## src/rtl/fphub_acc_pkg.sv

```systemverilog
// fphub_acc_pkg: shared types and helpers for the FPHUB packet accumulator.
//   acc_state_e  - accumulator FSM states
//   FP_E/FP_M/FP_W - default exponent, mantissa and word widths (FP_W = E+M+1)
//   sat_inc()    - saturating increment for counters up to 32 bits wide
package fphub_acc_pkg;

   typedef enum logic [1:0] {
      IDLE    = 2'd0,
      WAIT_OP = 2'd1,
      ADD     = 2'd2,
      DONE    = 2'd3
   } acc_state_e;

   localparam int FP_E = 8;
   localparam int FP_M = 23;
   localparam int FP_W = FP_E + FP_M + 1;

   // Increment v, sticking at the all-ones value of a cw-bit counter.
   function automatic logic [31:0] sat_inc(input logic [31:0] v, input int unsigned cw);
      logic [31:0] max_v;
      max_v = (cw >= 32) ? 32'hFFFF_FFFF : ((32'd1 << cw) - 32'd1);
      return (v >= max_v) ? max_v : v + 32'd1;
   endfunction

endpackage

```

## src/rtl/fphub_acc_watchdog.sv

```systemverilog
// fphub_acc_watchdog: cycle counter that flags when an adder request has
// been outstanding for TIMEOUT_CYC cycles.
//   clk, rst  - clock, async active-high reset
//   clr       - synchronous clear (takes priority over en)
//   en        - count this cycle
//   expired   - high during the TIMEOUT_CYC-th enabled cycle
module fphub_acc_watchdog #(
   parameter int TIMEOUT_CYC = 64
) (
   input  logic clk,
   input  logic rst,
   input  logic clr,
   input  logic en,
   output logic expired
);
   localparam int WW = $clog2(TIMEOUT_CYC + 1);

   logic [WW-1:0] wd_cnt;

   always_ff @(posedge clk or posedge rst) begin
      if (rst)
         wd_cnt <= '0;
      else if (clr)
         wd_cnt <= '0;
      else if (en && !expired)
         wd_cnt <= wd_cnt + 1'b1;
   end

   // Combinational so the abort lands on the edge closing the last allowed cycle.
   assign expired = en && (wd_cnt == WW'(TIMEOUT_CYC - 1));

endmodule

```

## src/rtl/fphub_accumulator.sv

```systemverilog
// fphub_accumulator: sums packets of FPHUB operands using an external
// fphub_adder through its start/finish protocol.
//   in_valid/in_ready/in_data/in_last  - operand stream
//   add_start/add_X/add_Y              - adder request (running sum, operand)
//   add_finish/add_Z                   - adder completion and result
//   out_valid/out_ready/out_data/out_count/out_error - packet result stream
// Optional macro FPHUB_ACC_TIMEOUT_EN adds a watchdog on the ADD state that
// aborts a stuck adder call, drains the packet and flags out_error.
// CW must be <= 32.
module fphub_accumulator
   import fphub_acc_pkg::*;
#(
   parameter int M           = FP_M,
   parameter int E           = FP_E,
   parameter int CW          = 16,
   parameter int TIMEOUT_CYC = 64
) (
   input  logic             clk,
   input  logic             rst,
   input  logic             in_valid,
   output logic             in_ready,
   input  logic [E+M:0]     in_data,
   input  logic             in_last,
   output logic             add_start,
   output logic [E+M:0]     add_X,
   output logic [E+M:0]     add_Y,
   input  logic             add_finish,
   input  logic [E+M:0]     add_Z,
   output logic             out_valid,
   input  logic             out_ready,
   output logic [E+M:0]     out_data,
   output logic [CW-1:0]    out_count,
   output logic             out_error
);
   localparam int W = E + M + 1;

   acc_state_e    state;
   logic [W-1:0]  acc, opnd;
   logic [CW-1:0] cnt, cnt_inc;
   logic          last_q;
   logic          drain;   // swallowing the rest of an aborted packet
   logic          err_q;
   logic          abort;
   logic          accept;

   assign accept  = in_valid && in_ready;
   assign cnt_inc = CW'(sat_inc(32'(cnt), CW));

`ifdef FPHUB_ACC_TIMEOUT_EN
   logic wd_expired;

   fphub_acc_watchdog #(.TIMEOUT_CYC(TIMEOUT_CYC)) u_wd (
      .clk     (clk),
      .rst     (rst),
      .clr     (state != ADD),
      .en      (state == ADD),
      .expired (wd_expired)
   );

   // A finish arriving on the expiry cycle still wins.
   assign abort = wd_expired && !add_finish;
`else
   logic unused_cfg;
   assign unused_cfg = ^32'(TIMEOUT_CYC);
   assign abort      = 1'b0;
`endif

   // Operands come straight from the holding registers, so they are stable
   // for the whole time add_start is high.
   assign add_X     = acc;
   assign add_Y     = opnd;
   assign out_data  = acc;
   assign out_count = cnt;
   assign out_error = err_q;

   always_ff @(posedge clk or posedge rst) begin
      if (rst) begin
         state     <= IDLE;
         acc       <= '0;
         opnd      <= '0;
         cnt       <= '0;
         last_q    <= 1'b0;
         drain     <= 1'b0;
         err_q     <= 1'b0;
         in_ready  <= 1'b0;
         add_start <= 1'b0;
         out_valid <= 1'b0;
      end else begin
         case (state)
            IDLE: begin
               in_ready <= 1'b1;
               if (accept) begin
                  // First operand seeds the sum without an adder call.
                  acc <= in_data;
                  cnt <= CW'(1);
                  if (in_last) begin
                     state     <= DONE;
                     in_ready  <= 1'b0;
                     out_valid <= 1'b1;
                  end else begin
                     state <= WAIT_OP;
                  end
               end
            end
            WAIT_OP: begin
               if (accept) begin
                  cnt <= cnt_inc;
                  if (drain) begin
                     if (in_last) begin
                        state     <= DONE;
                        drain     <= 1'b0;
                        in_ready  <= 1'b0;
                        out_valid <= 1'b1;
                     end
                  end else begin
                     opnd      <= in_data;
                     last_q    <= in_last;
                     state     <= ADD;
                     in_ready  <= 1'b0;
                     add_start <= 1'b1;
                  end
               end
            end
            ADD: begin
               if (add_finish || abort) begin
                  add_start <= 1'b0;
                  if (add_finish)
                     acc <= add_Z;
                  else begin
                     err_q <= 1'b1;
                     drain <= !last_q;
                  end
                  if (last_q) begin
                     state     <= DONE;
                     out_valid <= 1'b1;
                  end else begin
                     state    <= WAIT_OP;
                     in_ready <= 1'b1;
                  end
               end
            end
            DONE: begin
               if (out_ready) begin
                  state     <= IDLE;
                  out_valid <= 1'b0;
                  cnt       <= '0;
                  err_q     <= 1'b0;
                  in_ready  <= 1'b1;
               end
            end
            default: state <= IDLE;
         endcase
      end
   end

endmodule

```

## config.mk

```make
export PLATFORM = sky130hd
export DESIGN_NAME = fphub_accumulator
export DESIGN_NICKNAME = d
export VERILOG_FILES = /design/src/rtl/fphub_acc_pkg.sv /design/src/rtl/fphub_acc_watchdog.sv /design/src/rtl/fphub_accumulator.sv
export SDC_FILE = /design/constraint.sdc
export NUM_CORES = 1
export LEC_CHECK = 0
export ABC_AREA = 1
export ABC_CLOCK_PERIOD_IN_PS = 4150
export CAP_MARGIN = 40
export CORE_MARGIN = 2
export CORE_UTILIZATION = 43
export DETAILED_ROUTE_END_ITERATION = 10
export GPL_TIMING_DRIVEN = 1
export HOLD_SLACK_MARGIN = 0.1
export PLACE_DENSITY = 0.77
export REMOVE_ABC_BUFFERS = 1
export SLEW_MARGIN = 10
export SYNTH_ARGS = -nofsm -noshare
export SYNTH_HDL_FRONTEND = slang
export SYNTH_SLANG_ARGS = --single-unit
```

## constraint.sdc

```tcl
create_clock -name clk -period 4.15 [get_ports clk]
set_clock_uncertainty 0.05 [all_clocks]
set_input_delay 1.0375 -clock clk [delete_from_list [all_inputs] [get_ports clk]]
set_output_delay 1.0375 -clock clk [all_outputs]
set_load 0.03 [all_outputs]
```

; Word-level counts from Yosys, hierarchy flattened
; Index checks and enable logic that the tools add are counted.
[word_totals]
ff_bits = 87
input_bits = 70
out_inout_bits = 116
[classes]
addsub = 1
order_cmp = 1
n_eq_ne = 12
muxes = 39
bitwise_logic = 1
n_reduce_logical = 13
[op_table]
columns = cell, count
row1 = 2-to-1 mux 16 bit, 4
row2 = 2-to-1 mux 32 bit, 2
row3 = one-hot mux 32 bit (2 select lines), 1
row4 = one-hot mux 16 bit (3 select lines), 1
row5 = 2-to-1 mux 1 bit, 19
row6 = adder 16 x 1 -> 16 bit (second input constant), 1
row7 = greater-or-equal comparator 16 bit (second input constant), 1
row8 = 2-to-1 mux 2 bit, 8
row9 = != test 2 bit (second input constant), 8
row10 = AND reduction 5 bit, 2
row11 = one-hot mux 1 bit (4 select lines), 2
row12 = one-hot mux 2 bit (4 select lines), 1
row13 = AND reduction 4 bit, 2
row14 = AND reduction 3 bit, 2
row15 = AND reduction 6 bit, 1
row16 = == test 2 bit (second input constant), 2
row17 = nonzero test 2 bit, 2
row18 = != test 3 bit (second input constant), 1
row19 = nonzero test 3 bit, 1
row20 = == test 2 x 1 -> 1 bit (second input constant), 1
row21 = logical NOT 2 bit, 1
row22 = one-hot mux 1 bit (2 select lines), 1
row23 = AND reduction 2 bit, 1
row24 = logical AND 1 bit, 1
row25 = NOT 1 bit, 1

; Depth between registers and ports, before layout
; Gate-level depths: netlist of the first run.
[depth]
depth_word = 4
depth_mapped = 10

; Least setup slack after synthesis of the first run
; OpenSTA, ideal clock, no wires.
[synth_path]
path_type = in2reg
from = input in_valid
to = register opnd[25], in the netlist add_Y[25]
setup_ps = 125
arrival_ps = 1837
t_required_ps = 3975
setup_slack_ps = 2139
path_stages = 5
path_buffers = 1
cell_sequence = nand2_1 inv_1 nand2_4 buf_6 mux2_2
[synth_between]
elab_chain_len = 2
[synth_lines]
columns = element, line
row1 = start: declaration, fphub_accumulator.sv:20  ; input logic in_valid,
row2 = logical AND 1 bit, fphub_accumulator.sv:46  ; assign accept = in_valid && in_ready;
row3 = AND reduction 3 bit (no line), --
row4 = end signal: assignment, fphub_accumulator.sv:116  ; opnd <= in_data;
row5 = end: declaration, fphub_accumulator.sv:38  ; logic [W-1:0] acc, opnd;
; Every way passes these cells.
; A chain may end at the register's enable or synchronous reset.

; Worst setup path in the final report of the first run
[layout_path]
from = register state[0]
to = register acc[15], in the netlist add_X[15]
[layout_between]
elab_chain_len = 3
[layout_lines]
columns = element, line
row1 = start: declaration, fphub_accumulator.sv:37  ; acc_state_e state;
row2 = start signal: assignment, fphub_accumulator.sv:78  ; state <= IDLE;
row3 = start signal: assignment, fphub_accumulator.sv:97  ; state <= DONE;
row4 = start signal: assignment, fphub_accumulator.sv:101  ; state <= WAIT_OP;
row5 = == test 2 bit or logical NOT 2 bit (tied branches), fphub_accumulator.sv:89  ; case (state)
row6 = != test 2 bit (no line) or nonzero test 2 bit (tied branches), --
row7 = AND reduction 3 bit (no line), --
row8 = end signal: assignment, fphub_accumulator.sv:94  ; acc <= in_data;
row9 = end signal: assignment, fphub_accumulator.sv:128  ; acc <= add_Z;
row10 = end: declaration, fphub_accumulator.sv:38
; Parallel ways exist; a longest one is shown, timed or not.

==> results of run 1 <==
[final timing paths]
| kind | cells after the start | slack, ps | end | from |
|---|---|---|---|---|
| max | 9 | 1230 | add_X[15]$_DFFE_PP0P_ | state[0]$_DFFE_PP0P_ |
| min | 1 | 460 | add_Y[5]$_DFFE_PP0P_ | add_Y[5]$_DFFE_PP0P_ |
| max reg2reg | 9 | 1230 | add_X[15]$_DFFE_PP0P_ | state[0]$_DFFE_PP0P_ |
| min reg2reg | 1 | 460 | add_Y[5]$_DFFE_PP0P_ | add_Y[5]$_DFFE_PP0P_ |
| max in group asynchronous | 3 | 2310 | add_X[4]$_DFFE_PP0P_ | rst |
| min in group asynchronous | 2 | 1040 | out_count[15]$_DFFE_PP0P_ | rst |
[per-layer routing]
metal	vias up	GRT usage	wire length (um)
met5	-	0	0
met4	0	0.0930	265
met3	22	0.0489	895
met2	177	0.373	6060
met1	1860	0.274	4790
li1	1883	-	-
[sequential cells by signal, indices dropped and copies added, names as in the netlist]
| signal | count |
|---|---|
| add_X | 32 |
| add_Y | 32 |
| out_count | 16 |
| state | 2 |
| add_start | 1 |
| drain | 1 |
| in_ready | 1 |
| last_q | 1 |
| out_valid | 1 |
[metrics by stage]
stage / cell area (um2) / hold slack, ps / worst slack [ps] / total power, W
2_1_floorplan: 4080 / 425 / 812 / 0.00328
3_3_place_gp: 6120 / 440 / 1210 / 0.00458
3_5_place_dp: 6120 / 443 / 1080 / 0.00464
4_1_cts: 6340 / 465 / 1240 / 0.00533
5_1_grt: 6340 / 480 / 947 / 0.00559
6_report: 6340 / 462 / 1230 / 0.00530
[cells in the final DEF (no fill, tap or decap), types with 2 or more instances in the layout]
cell type / n
clkdlybuf4s50_1: 184
nand2_1: 145
o21a_1: 2
a21oi_1: 4
nor3_1: 2
nor2_1: 55
nand2_2: 3
mux2_2: 15
nor2_2: 2
nand3_1: 19
o21ai_0: 18
inv_1: 29
dfrtp_1: 87
nand4_1: 2
o31ai_1: 2
nor2_4: 2
clkinv_2: 3
clkbuf_8: 10
o21ai_2: 2
bufinv_16: 2
a31oi_1: 32
inv_2: 3
mux2_4: 17
nand2_4: 2
[cell type report]
cell class	count	area [um2]	area share
Clock buffer	11	141	0.0223
Multi-Input combinational cell	330	1770	0.279
Inverter	34	130	0.0205
Tap cell	136	170	0.0268
Clock inverter	5	81.3	0.0128
Sequential cell	87	2180	0.343
Timing Repair Buffer	186	1870	0.295
[cells by family after synthesis]
kind of cell	Yosys count	synth area share
simple gates	234	0.215
buf+inv	87	0.115
flops	87	0.488
compound gates	62	0.0830
mux	32	0.0951
fa+ha+maj	1	0.00280
other cells	1	0.000840
[critical path, stage by stage, from the launching register on]
cell and delay [ps]:
dfrtp_1 450, inv_2 120, nand2_1 50, buf_4 270
inv_2 510, nand2_2 130, nand3_2 110, clkinv_2 570
nor2_1 330, a31oi_1 80
[report_power, final]
group	internal [W]	total, W	switching, W
clock	0.000356	0.000666	0.000310
sequential	0.00121	0.00150	0.000287
combinational	0.00130	0.00313	0.00183
==> impl_metrics.csv, run 1 <==
group,metric,value,unit
global_route,grt_pass1_wl,19.6,mm
clocking,htree_levels,3,
global_route,grt_start_max_net_pins,65,
clocking,cts-hold-fix-buffers,0,
critical_path,worst-setup-path-type,"flip-flop to flip-flop",
drt,ant_nets,0,
critical_path,cp_max_fo,64,
logic_synthesis,netlist_top_cells_area,"dfrtp_1 49%, nand2_1 12%, buf_4 6.2%",
logic_synthesis,ys_seq_area_frac,0.488,
die,dieHeight,106,um
clocking,path_clk_slew,90,ps
final_layout,final_core_util,0.623,
logic_synthesis,synth.most_common_cell,"nand2_1",
flow_run,maxCapViolCount,0,
global_route,grt_overflow,0,
logic_synthesis,ys_warn_count,0,
logic_synthesis,synth_edf_count,0,
sta,setup_tns,0,ps
sta,drv_slew,0,
critical_path,cp-end-kind,"flip-flop",
die,initial_utilization,0.438,
clocking,insertion_delay,360,ps
sta,min_period_over_period,0.704,
drt,vias_per_cell,5.00,
clocking,cts_tree,"done",
die,std_cell_rows,37,
final_layout,drive_above_1_share,0.103,
clocking,cts.sinks,87,
logic_synthesis,async_reset_ff_frac,1.00,
final_layout,diodes,0,
sta,hold_viol,0,
final_layout,area_delta_synth_final,42.1,%
logic_synthesis,yosysUniqueCellTypes,31,
critical_path,required,4290,ps
die,die_area,11200,um2
run_status,status,"finished, final reports clean",
power_and_ir_drop,leakage,2.89,nW
logic_synthesis,synthesis.area,4460,um2
global_route,grt_use_total,0.221,
die,die_w,106,um
die,core-area,10200,um2
global_route,grt_pass1_vias,3934,
sta,setup_violations,0,
critical_path,critPathLaunchType,"flip-flop",
logic_synthesis,synth_area_leader_cell,"dfrtp_1",
drt,num_vias,3942,
placed_design,hpwl,8.47,mm
power_and_ir_drop,vdd_drop_max,0.000540,V
die,io_pins,186,
clocking,cts_buffers,9,
clocking,cts_max_path_buffers,2,
logic_synthesis,syn_area_per_cell,8.85,um2
critical_path,arrival,3060,ps
power_and_ir_drop,power.density,835,nW/um2
placed_design,gp_congestion,0.898,
clocking,cts_resized,0,
logic_synthesis,yosys-top-cells-count,"145 x nand2_1, 87 x dfrtp_1, 55 x nor2_1",
final_layout,stdcell_count,789,
sta,worstMarginPinSlew,772,ps
logic_synthesis,ys_seq_elements,87,
drt,drc,0,
drt,wl,12.0,mm
sta,fmax,342,MHz
logic_synthesis,synthCells,504,
global_route,antenna_found_initial,0,
final_layout,fin_nets,719,
placed_design,portBuffers,184,
clocking,cts-root-buf,"clkbuf_8",
sta,period_needed,2920,ps
sta,rsz0062_at_grt,"false",
sta,slew_headroom,0.485,
hold_path,hold_path.class,"flip-flop to flip-flop",
placed_design,placed_cells,773,
drt,drt_iter0_markers,156,
clocking,postCtsSetupBuffers,0,
final_layout,n_fill_cell,859,
logic_synthesis,synth_ff_type,"dfrtp_1",
drt,firstDrtPassIters,5,
drt,route.detailed.wl_per_inst,15.2,um
logic_synthesis,synth.top_cell.area_share,0.488,
No activity file was read; power rests on OpenSTA's default activity.
==> run 2: changes to the inputs <==
ABC_CLOCK_PERIOD_IN_PS = 3030   (was 4150)
clock period = 3.03 ns   (was 4.15 ns; I/O delays follow)
==> impl_metrics.csv, run 2 (same netlist as run 1, synthesis figures left out) <==
group,metric,value,unit
sta,drv_slew,0,
critical_path,critPathLaunchType,"flip-flop",
sta,rsz0062_at_grt,"false",
die,std_cell_rows,37,
power_and_ir_drop,p_clk_frac,0.103,
hold_path,hp-start,"add_Y[20]$_DFFE_PP0P_",
drt,wl,11.9,mm
final_layout,mostFrequentLayoutCells,"184 x clkdlybuf4s50_1, 145 x nand2_1, 87 x dfrtp_1",
sta,setup_tns,0,ps
clocking,path_clk_slew,90,ps
hold_path,hold_end,"add_Y[20]$_DFFE_PP0P_",
final_layout,drive_above_1_share,0.105,
die,die_area,11200,um2
critical_path,cpPeakStageDelay,720,ps
die,initial_utilization,0.438,
final_layout,seqCellArea,2180,um2
sta,worstMarginPinSlew,573,ps
power_and_ir_drop,power.density,1120,nW/um2
critical_path,cp-end-kind,"primary output",
final_layout,n_fill_cell,864,
clocking,cts_resized,0,
hold_path,hold_path.class,"flip-flop to flip-flop",
clocking,cts.sinks,87,
final_layout,stdcell_count,791,
sta,period_needed,2360,ps
global_route,grt_start_max_net_pins,76,
global_route,grt_overflow,0,
clocking,postCtsSetupBuffers,0,
global_route,grt_pass1_wl,19.2,mm
clocking,cts_max_path_buffers,2,
sta,min_period_over_period,0.779,
critical_path,worst-setup-path-type,"flip-flop to primary output",
flow_run,maxCapViolCount,0,
placed_design,placed_cells,775,
die,core-area,10200,um2
critical_path,required,2220,ps
critical_path,rrSetupSlack,1220,ps
power_and_ir_drop,vdd_drop_max,0.000699,V
die,dieHeight,106,um
critical_path,worstReg2RegStart,"state[1]$_DFFE_PP0P_",
global_route,grt_pass1_vias,4006,
drt,vias_per_cell,5.00,
die,io_pins,186,
placed_design,portBuffers,184,
power_and_ir_drop,power.internal,0.00377,W
final_layout,area_delta_synth_final,41.6,%
clocking,cts_tree,"done",
hold_path,min_path_cells,1,
final_layout,diodes,0,
critical_path,crit_slowest_cell,"clkdlybuf4s50_1",
clocking,insertion_delay,360,ps
drt,drt_iter0_markers,142,
critical_path,worst_path_dominant_cell_family,"buffers and inverters",
sta,hold_viol,0,
clocking,cts-root-buf,"clkbuf_8",
drt,ant_nets,0,
critical_path,ff2ff_path_depth,5,
final_layout,layout_commonest_cell,"clkdlybuf4s50_1",
critical_path,arrival,1550,ps
clocking,cts_buffers,9,
power_and_ir_drop,leakage,2.88,nW
run_status,status,"finished, final reports clean",
drt,num_vias,3955,
die,die_w,106,um
drt,route.detailed.wl_per_inst,15.0,um
final_layout,multiInputGateArea,1770,um2
placed_design,placed_area,6150,um2
final_layout,fin_area,6320,um2
power_and_ir_drop,finalPower,0.00710,W
global_route,antenna_found_initial,0,
critical_path,cp_num_buf_inv,1,
global_route,grt_use_total,0.217,
clocking,htree_levels,3,
critical_path,crit_cells,1,
sta,setup_violations,0,
placed_design,gp_congestion,0.842,
drt,drc,0,
placed_design,hpwl,8.63,mm
final_layout,final_core_util,0.621,
power_and_ir_drop,power.share.sequential,0.290,
clocking,cts-hold-fix-buffers,0,
sta,fmax,424,MHz
power_and_ir_drop,switching_share,0.469,
power_and_ir_drop,combPwrFrac,0.607,
drt,firstDrtPassIters,4,
critical_path,reg2reg_to,"add_Y[10]$_DFFE_PP0P_",
final_layout,fin_nets,721,
critical_path,crit_chain,"clkdlybuf4s50_1",
power_and_ir_drop,switchingPower,0.00333,W
sta,slew_headroom,0.618,
critical_path,cp_max_fo,6,
[run 2: cell types whose count changed in the layout (fill, tap and decap cells not counted), sizes merged]
cell | previous run | this run
bufinv | 2 | 0
clkinvlp | 1 | 2
inv | 32 | 33
buf | 2 | 4
clkbuf | 11 | 10
clkinv | 4 | 5
[run 2: worst max-delay path by stage]
| stage | end | slack, ps | startpoint |
|---|---|---|---|
| 2_1_floorplan | add_X[0]$_DFFE_PP0P_ | -30 | rst |
| 3_3_place_gp | out_count[10]$_DFFE_PP0P_ | 590 | in_valid |
| 3_5_place_dp | out_count[10]$_DFFE_PP0P_ | 520 | in_valid |
| 4_1_cts | out_count[11] | 660 | out_count[11]$_DFFE_PP0P_ |
| 5_1_grt | out_count[11] | 620 | out_count[11]$_DFFE_PP0P_ |
| 6_report | out_count[11] | 670 | out_count[11]$_DFFE_PP0P_ |
[run 2: power by group through the flow]
stage	combinational (W)	clock (W)	sequential [W]
floorplan	0.00115	0	0.00334
global placement	0.00426	0	0.00204
detailed placement	0.00433	0	0.00207
CTS	0.00434	0.000750	0.00206
global route	0.00456	0.000797	0.00213
finish	0.00431	0.000734	0.00206
[run 2: cell type report]
cell class,count,area share
clock inverter,6,0.00733
sequential,87,0.344
clock buffer,10,0.0202
timing repair buffer,188,0.300
tap,136,0.0269
multi-input combinational,330,0.280
inverter,34,0.0206
[run 2: per-stage QoR]
stage | setup WS (ps) | hold WS [ps]
after global routing | 623 | 489
after detailed placement | 518 | 447
after global placement | 587 | 439
after floorplan | -27.7 | 425
after CTS | 665 | 470
final | 671 | 468
[run 2: layer usage]
layer  part of all wire  global-route usage  up-vias  routed length (um)
met3              0.069              0.0421       23                 822
li1                   -                   -     1891                   -
met4              0.020              0.0921        0                 236
met2               0.51               0.386      166                6000
met5                  0                   0        -                   0
met1               0.41               0.255     1875                4810
==> run 3: changes to the inputs <==
ABC_CLOCK_PERIOD_IN_PS = 1950   (was 3030)
CORE_UTILIZATION = 39   (was 43)
PLACE_DENSITY = 0.73   (was 0.77)
clock period = 1.95 ns   (was 3.03 ns; I/O delays follow)
==> impl_metrics.csv, run 3 (same netlist as run 1, synthesis figures left out) <==
group,metric,value,unit
flow_run,maxCapViolCount,0,
sta,final.setup.worst_slack,29.7,ps
placed_design,portBuffers,184,
power_and_ir_drop,finalPower,0.0118,W
global_route,grt_overflow,0,
sta,worstMarginPinSlew,500,ps
drt,vias_per_cell,4.96,
die,initial_utilization,0.396,
die,die_w,111,um
sta,slew_headroom,0.666,
clocking,htree_levels,3,
sta,drv_slew,0,
die,core-area,11300,um2
clocking,postCtsSetupBuffers,0,
die,io_pins,186,
drt,wl,12.7,mm
final_layout,diodes,0,
final_layout,layout_commonest_cell,"nand2_1",
final_layout,multiInputGateArea,1770,um2
power_and_ir_drop,leakage,3.49,nW
placed_design,hpwl,9.20,mm
global_route,grt_start_max_net_pins,88,
placed_design,placed_cells,794,
sta,fmax,521,MHz
power_and_ir_drop,p_clk_frac,0.169,
drt,firstDrtPassIters,4,
global_route,grt_pass1_wl,20.5,mm
critical_path,cp_num_buf_inv,1,
clocking,cts.sinks,87,
final_layout,n_fill_cell,961,
clocking,cts_max_path_buffers,2,
global_route,antenna_found_initial,0,
drt,num_vias,4014,
clocking,insertion_delay,330,ps
power_and_ir_drop,switching_share,0.444,
drt,ant_nets,0,
clocking,cts-root-buf,"clkbuf_16",
die,dieHeight,111,um
power_and_ir_drop,combPwrFrac,0.563,
critical_path,crit_chain,"clkdlybuf4s50_1",
power_and_ir_drop,power.density,1770,nW/um2
clocking,cts-hold-fix-buffers,0,
critical_path,cp-end-kind,"primary output",
global_route,grt_use_total,0.207,
final_layout,area_delta_synth_final,50.2,%
final_layout,stdcell_count,810,
power_and_ir_drop,switchingPower,0.00526,W
critical_path,arrival,1380,ps
sta,setup_violations,0,
hold_path,hold_path.class,"flip-flop to flip-flop",
sta,min_period_over_period,0.985,
power_and_ir_drop,power.share.sequential,0.267,
clocking,cts_tree,"done",
run_status,status,"finished, final reports clean",
drt,drt_iter0_markers,181,
drt,route.detailed.wl_per_inst,15.7,um
clocking,path_clk_slew,60,ps
clocking,cts_buffers,9,
critical_path,worst-setup-path-type,"flip-flop to primary output",
global_route,grt_pass1_vias,4044,
power_and_ir_drop,power.internal,0.00658,W
critical_path,cpPeakStageDelay,680,ps
critical_path,worst_path_dominant_cell_family,"buffers and inverters",
die,die_area,12300,um2
critical_path,cp_max_fo,2,
final_layout,drive_above_1_share,0.121,
final_layout,seqCellArea,2180,um2
sta,period_needed,1920,ps
critical_path,crit_slowest_cell,"clkdlybuf4s50_1",
die,std_cell_rows,39,
power_and_ir_drop,vdd_drop_max,0.00108,V
drt,drc,0,
final_layout,mostFrequentLayoutCells,"145 x nand2_1, 98 x clkdlybuf4s50_1, 87 x dfrtp_1",
critical_path,required,1410,ps
final_layout,fin_nets,733,
sta,hold_viol,0,
placed_design,dp_slack,-15.0,ps
critical_path,critPathLaunchType,"flip-flop",
placed_design,gp_congestion,0.886,
[run 3: cell count changes in the layout (fill, tap and decap cells not counted), moves of 3 or more]
| cell | change |
|---|---|
| buf_12 | +5 |
| buf_4 | +7 |
| bufinv_16 | +3 |
| clkbuf_16 | +9 |
| clkbuf_8 | -8 |
| clkdlybuf4s50_1 | -86 |
| dlygate4sd2_1 | +45 |
| dlymetal6s2s_1 | +41 |
[run 3: stage by stage]
stage | setup TNS [ps] | util | cell area (um2) | hold slack (ps)
final | 0 | 0.594 | 6700 | 457
after global routing | -0.158 | 0.594 | 6700 | 476
after CTS | 0 | 0.585 | 6600 | 462
after detailed placement | -30.3 | 0.560 | 6310 | 442
after global placement | 0 | 0.560 | 6310 | 439
after floorplan | -92920 | - | 4080 | 425
[run 3: path summary, 6_finish.rpt]
check | end | startpoint | slack [ps] | cells past startpoint
max in group asynchronous | add_Y[28]$_DFFE_PP0P_ | rst | 930 | 3
worst min register to register | add_Y[20]$_DFFE_PP0P_ | add_Y[20]$_DFFE_PP0P_ | 460 | 1
worst max-delay path | out_valid | out_valid$_DFFE_PP0P_ | 30 | 1
min in group asynchronous | out_count[14]$_DFFE_PP0P_ | rst | 500 | 3
worst max register to register | out_count[12]$_DFFE_PP0P_ | out_count[0]$_DFFE_PP0P_ | 250 | 9
worst min-delay path | add_Y[20]$_DFFE_PP0P_ | add_Y[20]$_DFFE_PP0P_ | 460 | 1
[run 3: worst reg2reg max path, cell delays in order (launching register included)]
cell and delay (ps):
dfrtp_1 450, ha_1 220, nand2_1 110, inv_1 110, nand2_1 100, nor2_1 210
nand2_1 90, nand2_1 70, nand3_1 60, o21ai_0 130
[run 3: power by group through the flow]
stage | clock network, W | logic, W | registers [W]
final | 0.00200 | 0.00667 | 0.00317
after global routing | 0.00212 | 0.00709 | 0.00328
after CTS | 0.00203 | 0.00680 | 0.00319
after detailed placement | 0 | 0.00703 | 0.00320
after global placement | 0 | 0.00693 | 0.00318
after floorplan | 0 | 0.00179 | 0.00519
[run 3: repair_timing]
item,4_1_cts,5_1_grt
pin swaps,0,0
gates resized for setup,45,41
setup endpoints to repair,48,44
[run 3: cell type report]
type | instances | area share
Clock buffer | 11 | 0.0362
Multi-Input combinational cell | 330 | 0.264
Tap cell | 143 | 0.0267
Inverter | 34 | 0.0194
Timing Repair Buffer | 200 | 0.313
Clock inverter | 5 | 0.0155
Sequential cell | 87 | 0.325
[run 3: layer usage]
metal | vias up | global-route usage | part of all wire
met2 | 165 | 0.357 | 0.50
met4 | 0 | 0.0825 | 0.026
met1 | 1908 | 0.253 | 0.41
met3 | 22 | 0.0437 | 0.064
li1 | 1919 | - | -
met5 | - | 0 | 0
